**config.mk**
```make
export PLATFORM = sky130hd
export DESIGN_NAME = submarine_game_ctrl
export DESIGN_NICKNAME = d
export VERILOG_FILES = /design/src/rtl/submarine_pkg.sv /design/src/rtl/shot_bitmap.sv /design/src/rtl/submarine_game_ctrl.sv
export SDC_FILE = /design/constraint.sdc
export NUM_CORES = 1
export LEC_CHECK = 0
export CORE_UTILIZATION = 55
export CTS_CLUSTER_DIAMETER = 30
export DETAILED_ROUTE_END_ITERATION = 8
export PLACE_DENSITY_LB_ADDON = 0.25
export SYNTH_ARGS = -nofsm -noshare
export SYNTH_HDL_FRONTEND = slang
export SYNTH_HIERARCHICAL = 1
export SYNTH_SLANG_ARGS = --single-unit
```
**constraint.sdc**
```tcl
create_clock -name clk -period 5.65 [get_ports clk]
set_clock_uncertainty 0.2 [all_clocks]
set_input_delay 1.4125 -clock clk [delete_from_list [all_inputs] [get_ports clk]]
set_output_delay 1.4125 -clock clk [all_outputs]
set_load 0.01 [all_outputs]
```
**src/rtl/submarine_pkg.sv**
```systemverilog
// rtl/submarine_pkg.sv - shared constants, state encodings and helpers for the submarine game controller
package submarine_pkg;

    localparam int GRID_BITS  = 3;
    localparam int GRID_CELLS = 64;
    localparam int IDX_W      = 2 * GRID_BITS;

    localparam logic [1:0] BOARD_0 = 2'd0;
    localparam logic [1:0] BOARD_1 = 2'd1;
    localparam logic [1:0] BOARD_2 = 2'd2;
    localparam logic [1:0] BOARD_3 = 2'd3;

    localparam int STATE_W = 4;
    localparam logic [3:0] ST_IDLE      = 4'd0;
    localparam logic [3:0] ST_ENG_RST   = 4'd1;
    localparam logic [3:0] ST_READY     = 4'd2;
    localparam logic [3:0] ST_ISSUE     = 4'd3;
    localparam logic [3:0] ST_WAIT_ACK  = 4'd4;
    localparam logic [3:0] ST_WAIT_DONE = 4'd5;
    localparam logic [3:0] ST_CAPTURE   = 4'd6;
    localparam logic [3:0] ST_RESULT    = 4'd7;
    localparam logic [3:0] ST_OVER      = 4'd8;

    function automatic logic [IDX_W-1:0] cell_idx(input logic [GRID_BITS-1:0] x,
                                                  input logic [GRID_BITS-1:0] y);
        return {y, x};
    endfunction

endpackage

```
**src/rtl/shot_bitmap.sv**
```systemverilog
// rtl/shot_bitmap.sv - 64-cell fired-shot map with clear, set and combinational test
module shot_bitmap
    import submarine_pkg::*;
(
    input  logic             clk,
    input  logic             rstn,
    input  logic             clr,
    input  logic             set_en,
    input  logic [IDX_W-1:0] set_idx,
    input  logic [IDX_W-1:0] test_idx,
    output logic             test_hit
);

    logic [GRID_CELLS-1:0] map_q;
    logic [GRID_CELLS-1:0] map_d;

    always_comb begin
        map_d = map_q;
        if (clr) begin
            map_d = '0;
        end else if (set_en) begin
            map_d[set_idx] = 1'b1;
        end
    end

    always_ff @(posedge clk) begin
        if (!rstn) begin
            map_q <= '0;
        end else begin
            map_q <= map_d;
        end
    end

    assign test_hit = map_q[test_idx];

endmodule

```
**src/rtl/submarine_game_ctrl.sv**
```systemverilog
// rtl/submarine_game_ctrl.sv - shot sequencer and game manager in front of the submarine board engine
module submarine_game_ctrl
    import submarine_pkg::*;
#(
    parameter int MAX_SHOTS   = 40,
    parameter int ACK_TIMEOUT = 4,
    parameter int CNT_W       = 6
) (
    input  logic                 clk,
    input  logic                 rstn,
    input  logic                 start,
    input  logic [1:0]           board_sel,
    input  logic                 shot_valid,
    input  logic [GRID_BITS-1:0] shot_x,
    input  logic [GRID_BITS-1:0] shot_y,
    output logic                 shot_ready,
    output logic                 res_valid,
    output logic                 res_hit,
    output logic                 res_sink,
    output logic                 res_dup,
    output logic                 game_over,
    output logic                 game_won,
    output logic [CNT_W-1:0]     shots_used,
    output logic [CNT_W-1:0]     hits,
    output logic [3:0]           sinks,
    output logic                 eng_rstn,
    output logic [1:0]           eng_init_select,
    output logic                 eng_cord_valid,
    output logic [GRID_BITS-1:0] eng_x,
    output logic [GRID_BITS-1:0] eng_y,
    input  logic                 eng_busy,
    input  logic                 eng_hit,
    input  logic                 eng_sink,
    input  logic                 eng_done
);

    localparam int TO_W = (ACK_TIMEOUT < 1) ? 1 : $clog2(ACK_TIMEOUT + 1);

    logic [STATE_W-1:0]   state_q, state_d;
    logic [GRID_BITS-1:0] ex_q, ex_d, ey_q, ey_d;
    logic [1:0]           sel_q, sel_d;
    logic                 res_hit_q, res_hit_d, res_sink_q, res_sink_d, res_dup_q, res_dup_d;
    logic                 done_q, done_d, over_q, over_d, won_q, won_d;
    logic [CNT_W-1:0]     shots_q, shots_d, hits_q, hits_d;
    logic [3:0]           sinks_q, sinks_d;
    logic [TO_W-1:0]      to_q, to_d;
    logic                 bm_clr, bm_set, bm_dup;

    shot_bitmap u_bitmap (
        .clk      (clk),
        .rstn     (rstn),
        .clr      (bm_clr),
        .set_en   (bm_set),
        .set_idx  (cell_idx(ex_q, ey_q)),
        .test_idx (cell_idx(shot_x, shot_y)),
        .test_hit (bm_dup)
    );

    assign bm_clr = (state_q == ST_ENG_RST);
    assign bm_set = (state_q == ST_ISSUE);

    always_comb begin
        state_d    = state_q;
        ex_d       = ex_q;
        ey_d       = ey_q;
        sel_d      = sel_q;
        res_hit_d  = res_hit_q;
        res_sink_d = res_sink_q;
        res_dup_d  = res_dup_q;
        done_d     = done_q;
        over_d     = over_q;
        won_d      = won_q;
        shots_d    = shots_q;
        hits_d     = hits_q;
        sinks_d    = sinks_q;
        to_d       = to_q;

        // start overrides everything, including an in-flight shot and a same-cycle accept
        if (start) begin
            state_d = ST_ENG_RST;
            sel_d   = board_sel;
        end else begin
            case (state_q)
                ST_IDLE: ;
                ST_ENG_RST: begin
                    shots_d = '0;
                    hits_d  = '0;
                    sinks_d = '0;
                    over_d  = 1'b0;
                    won_d   = 1'b0;
                    done_d  = 1'b0;
                    to_d    = '0;
                    state_d = ST_READY;
                end
                ST_READY: begin
                    if (shot_valid) begin
                        res_dup_d = bm_dup;
                        if (bm_dup) begin
                            // repeats skip the engine but pass through CAPTURE to keep a 2-cycle result
                            res_hit_d  = 1'b0;
                            res_sink_d = 1'b0;
                            state_d    = ST_CAPTURE;
                        end else begin
                            ex_d    = shot_x;
                            ey_d    = shot_y;
                            state_d = ST_ISSUE;
                        end
                    end
                end
                ST_ISSUE: begin
                    if (shots_q != '1) shots_d = shots_q + 1'b1;
                    to_d    = '0;
                    state_d = ST_WAIT_ACK;
                end
                ST_WAIT_ACK: begin
                    if (eng_busy) begin
                        state_d = ST_WAIT_DONE;
                    end else if (to_q == TO_W'(ACK_TIMEOUT)) begin
                        state_d = ST_CAPTURE;
                    end else begin
                        to_d = to_q + 1'b1;
                    end
                end
                ST_WAIT_DONE: begin
                    if (!eng_busy) state_d = ST_CAPTURE;
                end
                ST_CAPTURE: begin
                    if (res_dup_q) begin
                        done_d = 1'b0;
                    end else begin
                        res_hit_d  = eng_hit;
                        res_sink_d = eng_sink;
                        done_d     = eng_done;
                        if (eng_hit && hits_q != '1) hits_d = hits_q + 1'b1;
                        if (eng_sink && sinks_q != 4'hf) sinks_d = sinks_q + 1'b1;
                    end
                    state_d = ST_RESULT;
                end
                ST_RESULT: begin
                    if (done_q) begin
                        over_d  = 1'b1;
                        won_d   = 1'b1;
                        state_d = ST_OVER;
                    end else if (shots_q == CNT_W'(MAX_SHOTS)) begin
                        over_d  = 1'b1;
                        won_d   = 1'b0;
                        state_d = ST_OVER;
                    end else begin
                        state_d = ST_READY;
                    end
                end
                ST_OVER: ;
                default: state_d = ST_IDLE;
            endcase
        end
    end

    always_ff @(posedge clk) begin
        if (!rstn) begin
            state_q    <= ST_IDLE;
            ex_q       <= '0;
            ey_q       <= '0;
            sel_q      <= '0;
            res_hit_q  <= 1'b0;
            res_sink_q <= 1'b0;
            res_dup_q  <= 1'b0;
            done_q     <= 1'b0;
            over_q     <= 1'b0;
            won_q      <= 1'b0;
            shots_q    <= '0;
            hits_q     <= '0;
            sinks_q    <= '0;
            to_q       <= '0;
        end else begin
            state_q    <= state_d;
            ex_q       <= ex_d;
            ey_q       <= ey_d;
            sel_q      <= sel_d;
            res_hit_q  <= res_hit_d;
            res_sink_q <= res_sink_d;
            res_dup_q  <= res_dup_d;
            done_q     <= done_d;
            over_q     <= over_d;
            won_q      <= won_d;
            shots_q    <= shots_d;
            hits_q     <= hits_d;
            sinks_q    <= sinks_d;
            to_q       <= to_d;
        end
    end

    assign shot_ready      = (state_q == ST_READY);
    assign res_valid       = (state_q == ST_RESULT);
    assign res_hit         = res_hit_q;
    assign res_sink        = res_sink_q;
    assign res_dup         = res_dup_q;
    assign game_over       = over_q;
    assign game_won        = won_q;
    assign shots_used      = shots_q;
    assign hits            = hits_q;
    assign sinks           = sinks_q;
    assign eng_rstn        = (state_q != ST_IDLE) && (state_q != ST_ENG_RST);
    assign eng_init_select = sel_q;
    assign eng_cord_valid  = (state_q == ST_ISSUE);
    assign eng_x           = ex_q;
    assign eng_y           = ey_q;

endmodule

```
After elaboration in Yosys (flattened, before gate mapping). Cells that the tools add are included.

Register bits: 101.

$add $sub $neg: 4. Reductions and logical operators: 26. Magnitude comparators: 3. Mux-type cells: 38. Equal/unequal tests: 29. Bitwise operators: 5.

Operators by type and width (number): 64-bit bitwise OR (1); 4-bit 2-to-1 mux (8); 4-bit one-hot mux with 8 select lines (1); 6-bit one-hot mux with 2 select lines (2); 4-bit AND reduction (6); 6-bit 2-to-1 mux (3); 4-bit by 3-bit == test with 1-bit output, second input constant (4); 6-bit by 7-bit < comparator with 1-bit output, second input constant (2); 2-bit inequality test, second input constant (7); 6-bit by 1-bit adder with 6-bit output, second input constant (2); 1-bit 2-to-1 mux (12); 6-bit inequality test, second input constant (2); 1-bit one-hot mux with 2 select lines (5); 2-bit nonzero test (5); 3-bit 2-to-1 mux (3); 3-bit inequality test, second input constant (3); 3-bit AND reduction (3); 4-bit by 2-bit == test with 1-bit output, second input constant (2); 4-bit inequality test, second input constant (2); 4-bit one-hot mux with 2 select lines (1); 2-bit OR reduction (4); 1-bit binary-select mux with 6-bit select (1); 1-bit demux with 6-bit select (1); 6-bit == test, second input constant (1); 16 further kinds (24).

Logic depth before layout (Yosys ltp).
Depth in word-level cells: 6. Gate-level depth with buffers: 11.

Modules after synthesis. Netlist, hierarchy kept.

By module, submodules not included: shot_bitmap (times used 1, seq. area each 1281.2 um^2, cells each 276, area an instance 2646.3 um^2); submarine_game_ctrl (times used 1, seq. area each 740.7 um^2, cells each 235, area an instance 2006.9 um^2).

Worst setup path after synthesis. OpenSTA, ideal clock, no wires.

Kind: input to register. Start point: in shot_x[0]. End point: reg ex_q[0], in the netlist eng_x[0]. Stages: 11. Arrival time: 3250 ps. Required time: 5322 ps. Path slack: 2072 ps. Cell sequence: buf_6 buf_12 mux4_1 mux2i_1 mux2i_1 mux2i_1 a21oi_1 and4bb_1 buf_4 mux2i_1 nor2_1.

Cells in the longest elaborated chain, start to end: 4.

Ends and longest elaborated chain: start, declared (RTL line submarine_game_ctrl.sv:14) `input logic [GRID_BITS-1:0] shot_x,`; 1-bit binary-select mux with 6-bit select (RTL line shot_bitmap.sv:34) `assign test_hit = map_q[test_idx];`; 1-bit 2-to-1 mux (implied by the code) (RTL line shot_bitmap.sv:34); named net bm_dup (RTL line submarine_game_ctrl.sv:47) `logic bm_clr, bm_set, bm_dup;`; 1-bit inverter (no line); 4-bit AND reduction (no line); end signal, assigned (RTL line submarine_game_ctrl.sv:161) `ex_q <= '0;`; end signal, assigned (RTL line submarine_game_ctrl.sv:176) `ex_q <= ex_d;`; end, declared (RTL line submarine_game_ctrl.sv:40) `logic [GRID_BITS-1:0] ex_q, ex_d, ey_q, ey_d;`.

The timed path passes the listed nets, and every way through them passes these cells. The select of a mux whose other input is x is not followed. A chain may end at the register's enable or synchronous reset.

Worst setup path after layout.
Start point: in shot_x[1]. End point: reg ex_q[2], in the netlist eng_x[2].

The elaborated chain is that of the path after synthesis.

==> metrics.csv <==
stage,metric,value,unit
status,status,finished clean,
power_and_ir_drop,powerDensity,239.0,nW/um2
yosys,postSynthAreaPerCell,9.106,um2
hold_path,hold_class,flop to flop,
power_and_ir_drop,power.share.clock,38.5,%
cells_and_area,syn_to_final_growth,14.33,%
cells_and_area,layout_common_cells,"nor2_1, dfxtp_1, a21oi_1, clkdlybuf4s50_1, nand2_1",
cells_and_area,final_cell_area,5320,um2
cts,cts_num_sinks,101,
power_and_ir_drop,p_sw_share,24.03,%
timing,setup_viol,0,
cts,cts_setup_buffers,0,
cts,cts_root_buf,clkbuf_8,
grt,grt_antenna_before_repair,0,
placed_design,place_area,5104,um2
grt,grt_pass1_wl,17380,um
cts,cts_resized,0,
cts,path_clk_slew,100,ps
power_and_ir_drop,total_leakage_power,1.877,nW
critical_path,cp.required,5710,ps
power_and_ir_drop,pwr-share-seq,56.4,%
flow_run,max_cap_viol_count,0,
yosys,syn-cell-area,4653,um2
cells_and_area,diodes,0,
cts,cts_tree,done,
placed_design,portBuffers,48,
route,via_per_inst,6.006,
critical_path,crit_path_start_kind,primary input,
route,drc,0,
floorplanning,die_w,93.98,um
cts,hold_buffers,0,
critical_path,worstSetupEndpointType,flop,
placed_design,dp.cells,636,
grt,overflow,0,
yosys,synth.distinct_cells,61,
power_and_ir_drop,irDropWorstVdd,0.0002514,V
route,postRouteAntennaNets,0,
timing,drv_slew,0,
yosys,seq_area_frac_synth,43.45,%
grt,grt_max_degree,65,
power_and_ir_drop,share_comb_of_total_power,5.1,%
timing,max_freq,0.2262,GHz
yosys,async_flop_share,0,%
floorplanning,pin_count,49,
route,wirelength,10830,um
cells_and_area,drive_gt1_share,6.033,%
timing,hold_slack,274.9,ps
route,routedWlPerCell,16.61,um
cts,clk_path_buf_depth,2,
placed_design,place_congestion,0.8686,
floorplanning,die_y,93.98,um
placed_design,place_hpwl,7485,um
power_and_ir_drop,internal_power,0.9658,mW
timing,layout_min_cycle_time,4421,ps
timing,hold_viol,0,
power_and_ir_drop,p_sw,0.3056,mW
timing,setup_tns,0,ps
timing,rsz0062_at_grt,false,
cells_and_area,instances_no_fill,652,
yosys,ys_warn_count,6,
cts,cts-htree-levels,3,
critical_path,path_class,primary input to flop,
cts,clk_latency,380,ps
floorplanning,initial_core_util,56.63,%
timing,slew_headroom,20.32,%
route,drt_first_iter_violations,200,
grt,grt_pass1_vias,3515,
cts,cts_buffers,9,
grt,track_usage,25.42,%
floorplanning,die_area,8832,um2
route,vias,3916,
floorplanning,core_area,8217,um2
timing,fin_crit_sh,78.25,%
critical_path,cp_max_fo,13,
critical_path,arrival,4480,ps
yosys,ys_ff_latch,101,
cells_and_area,nets,564,
power_and_ir_drop,total_power,1.271,mW
yosys,synth-main-ff-cell,dfxtp_1,
timing,worst_pin_slew,1195,ps
yosys,syn_nets,533,
floorplanning,num_rows,33,
yosys,syn_inst,511,
route,dr.pass1.iters,5,
yosys,synth-edff-count,0,
-- layer usage --
layer / GRT usage, % / wire length [um] / up-vias
met4: 8.462 / 182 / 0
met1: 32.59 / 4880 / 1872
met3: 4.369 / 509 / 17
li1: - / - / 1902
met2: 43.25 / 5256 / 125
met5: 0 / 0 / -
-- area by class of cell --
class,instances,area (um2)
inverters,14,52.55
flip-flops and latches,101,2022
fillers,701,2897
well taps,105,131.4
clock inverters,6,78.83
multi-input cells,367,2410
clock buffers,10,137.6
repair buffers,49,488.0
-- synth_stat cells, types with 3 or more instances --
cell type	instances	area share [%]
inv_1	12	0.97
buf_2	4	0.43
nor2_1	101	8.1
a31oi_1	8	1.1
or3_1	3	0.40
or4_1	4	0.65
mux4_2	8	3.9
ha_1	6	1.6
buf_1	5	0.40
nor3b_1	3	0.48
o211ai_1	5	0.81
mux4_1	8	4.5
dfxtp_1	101	43
nor3_1	10	1.1
o21ai_0	3	0.32
a21oi_1	76	8.2
mux2i_1	20	4.3
a211oi_1	6	0.97
buf_4	4	0.65
nand4_1	3	0.40
nand3b_1	3	0.48
nand3_1	13	1.4
o31ai_1	4	0.65
clkbuf_1	11	0.89
nand2_1	21	1.7
o21ai_1	6	0.65
nand2b_1	14	1.9
nor2b_1	4	0.54
nor4_1	3	0.40
-- stage by stage --
stage,setup WS (ps),utilization [%]
5_1_grt,1053,64.75
4_1_cts,1238,64.75
3_5_place_dp,851.8,62.11
2_1_floorplan,2072,-
3_3_place_gp,940.5,62.11
6_report,1229,64.75
-- power groups by stage --
stage | Clock, mW | Sequential [mW] | Combinational [mW]
floorplan | 0 | 0.732 | 0.0448
global placement | 0 | 0.733 | 0.0639
detailed placement | 0 | 0.733 | 0.0651
CTS | 0.496 | 0.716 | 0.0655
global route | 0.526 | 0.717 | 0.0705
finish | 0.490 | 0.716 | 0.0652
-- state kept, by name, indices dropped and copies added (netlist names) --
signal           flops
res_hit              1
eng_x                3
shots_used           6
game_over            1
to_q                 3
sinks                4
hits                 6
done_q               1
game_won             1
eng_init_select      2
eng_y                3
state_q              4
res_dup              1
res_sink             1
u_bitmap/map_q      64
-- kinds of logic after synthesis --
family          synth area share, %
simple gates                  20.68
compound gates                16.00
flops                         43.45
buf+inv                       4.813
mux                           12.69
fa+ha+maj                     1.613
xor+xnor                     0.7530
-- worst paths after layout --
| check | start | end | slack, ps | cells after the start |
|---|---|---|---|---|
| worst min register to register | res_sink$_SDFFE_PN0P_ | res_sink$_SDFFE_PN0P_ | 270 | 2 |
| worst max register to register | state_q[1]$_SDFFE_PP0P_ | u_bitmap/map_q[10]$_SDFFE_PP0P_ | 2590 | 6 |
| worst max-delay path | shot_x[1] | eng_x[2]$_SDFFE_PN0P_ | 1230 | 9 |
| worst min-delay path | res_sink$_SDFFE_PN0P_ | res_sink$_SDFFE_PN0P_ | 270 | 2 |
-- worst max-delay path, cell delays in order --
cell	delay, ps
clkdlybuf4s50_1	910
mux4_2	580
nor3b_1	220
nor4_1	80
a211oi_1	290
a21oi_1	150
and4bb_1	520
mux2i_1	240
nor2_1	60
(Power assumes the default switching activity.)
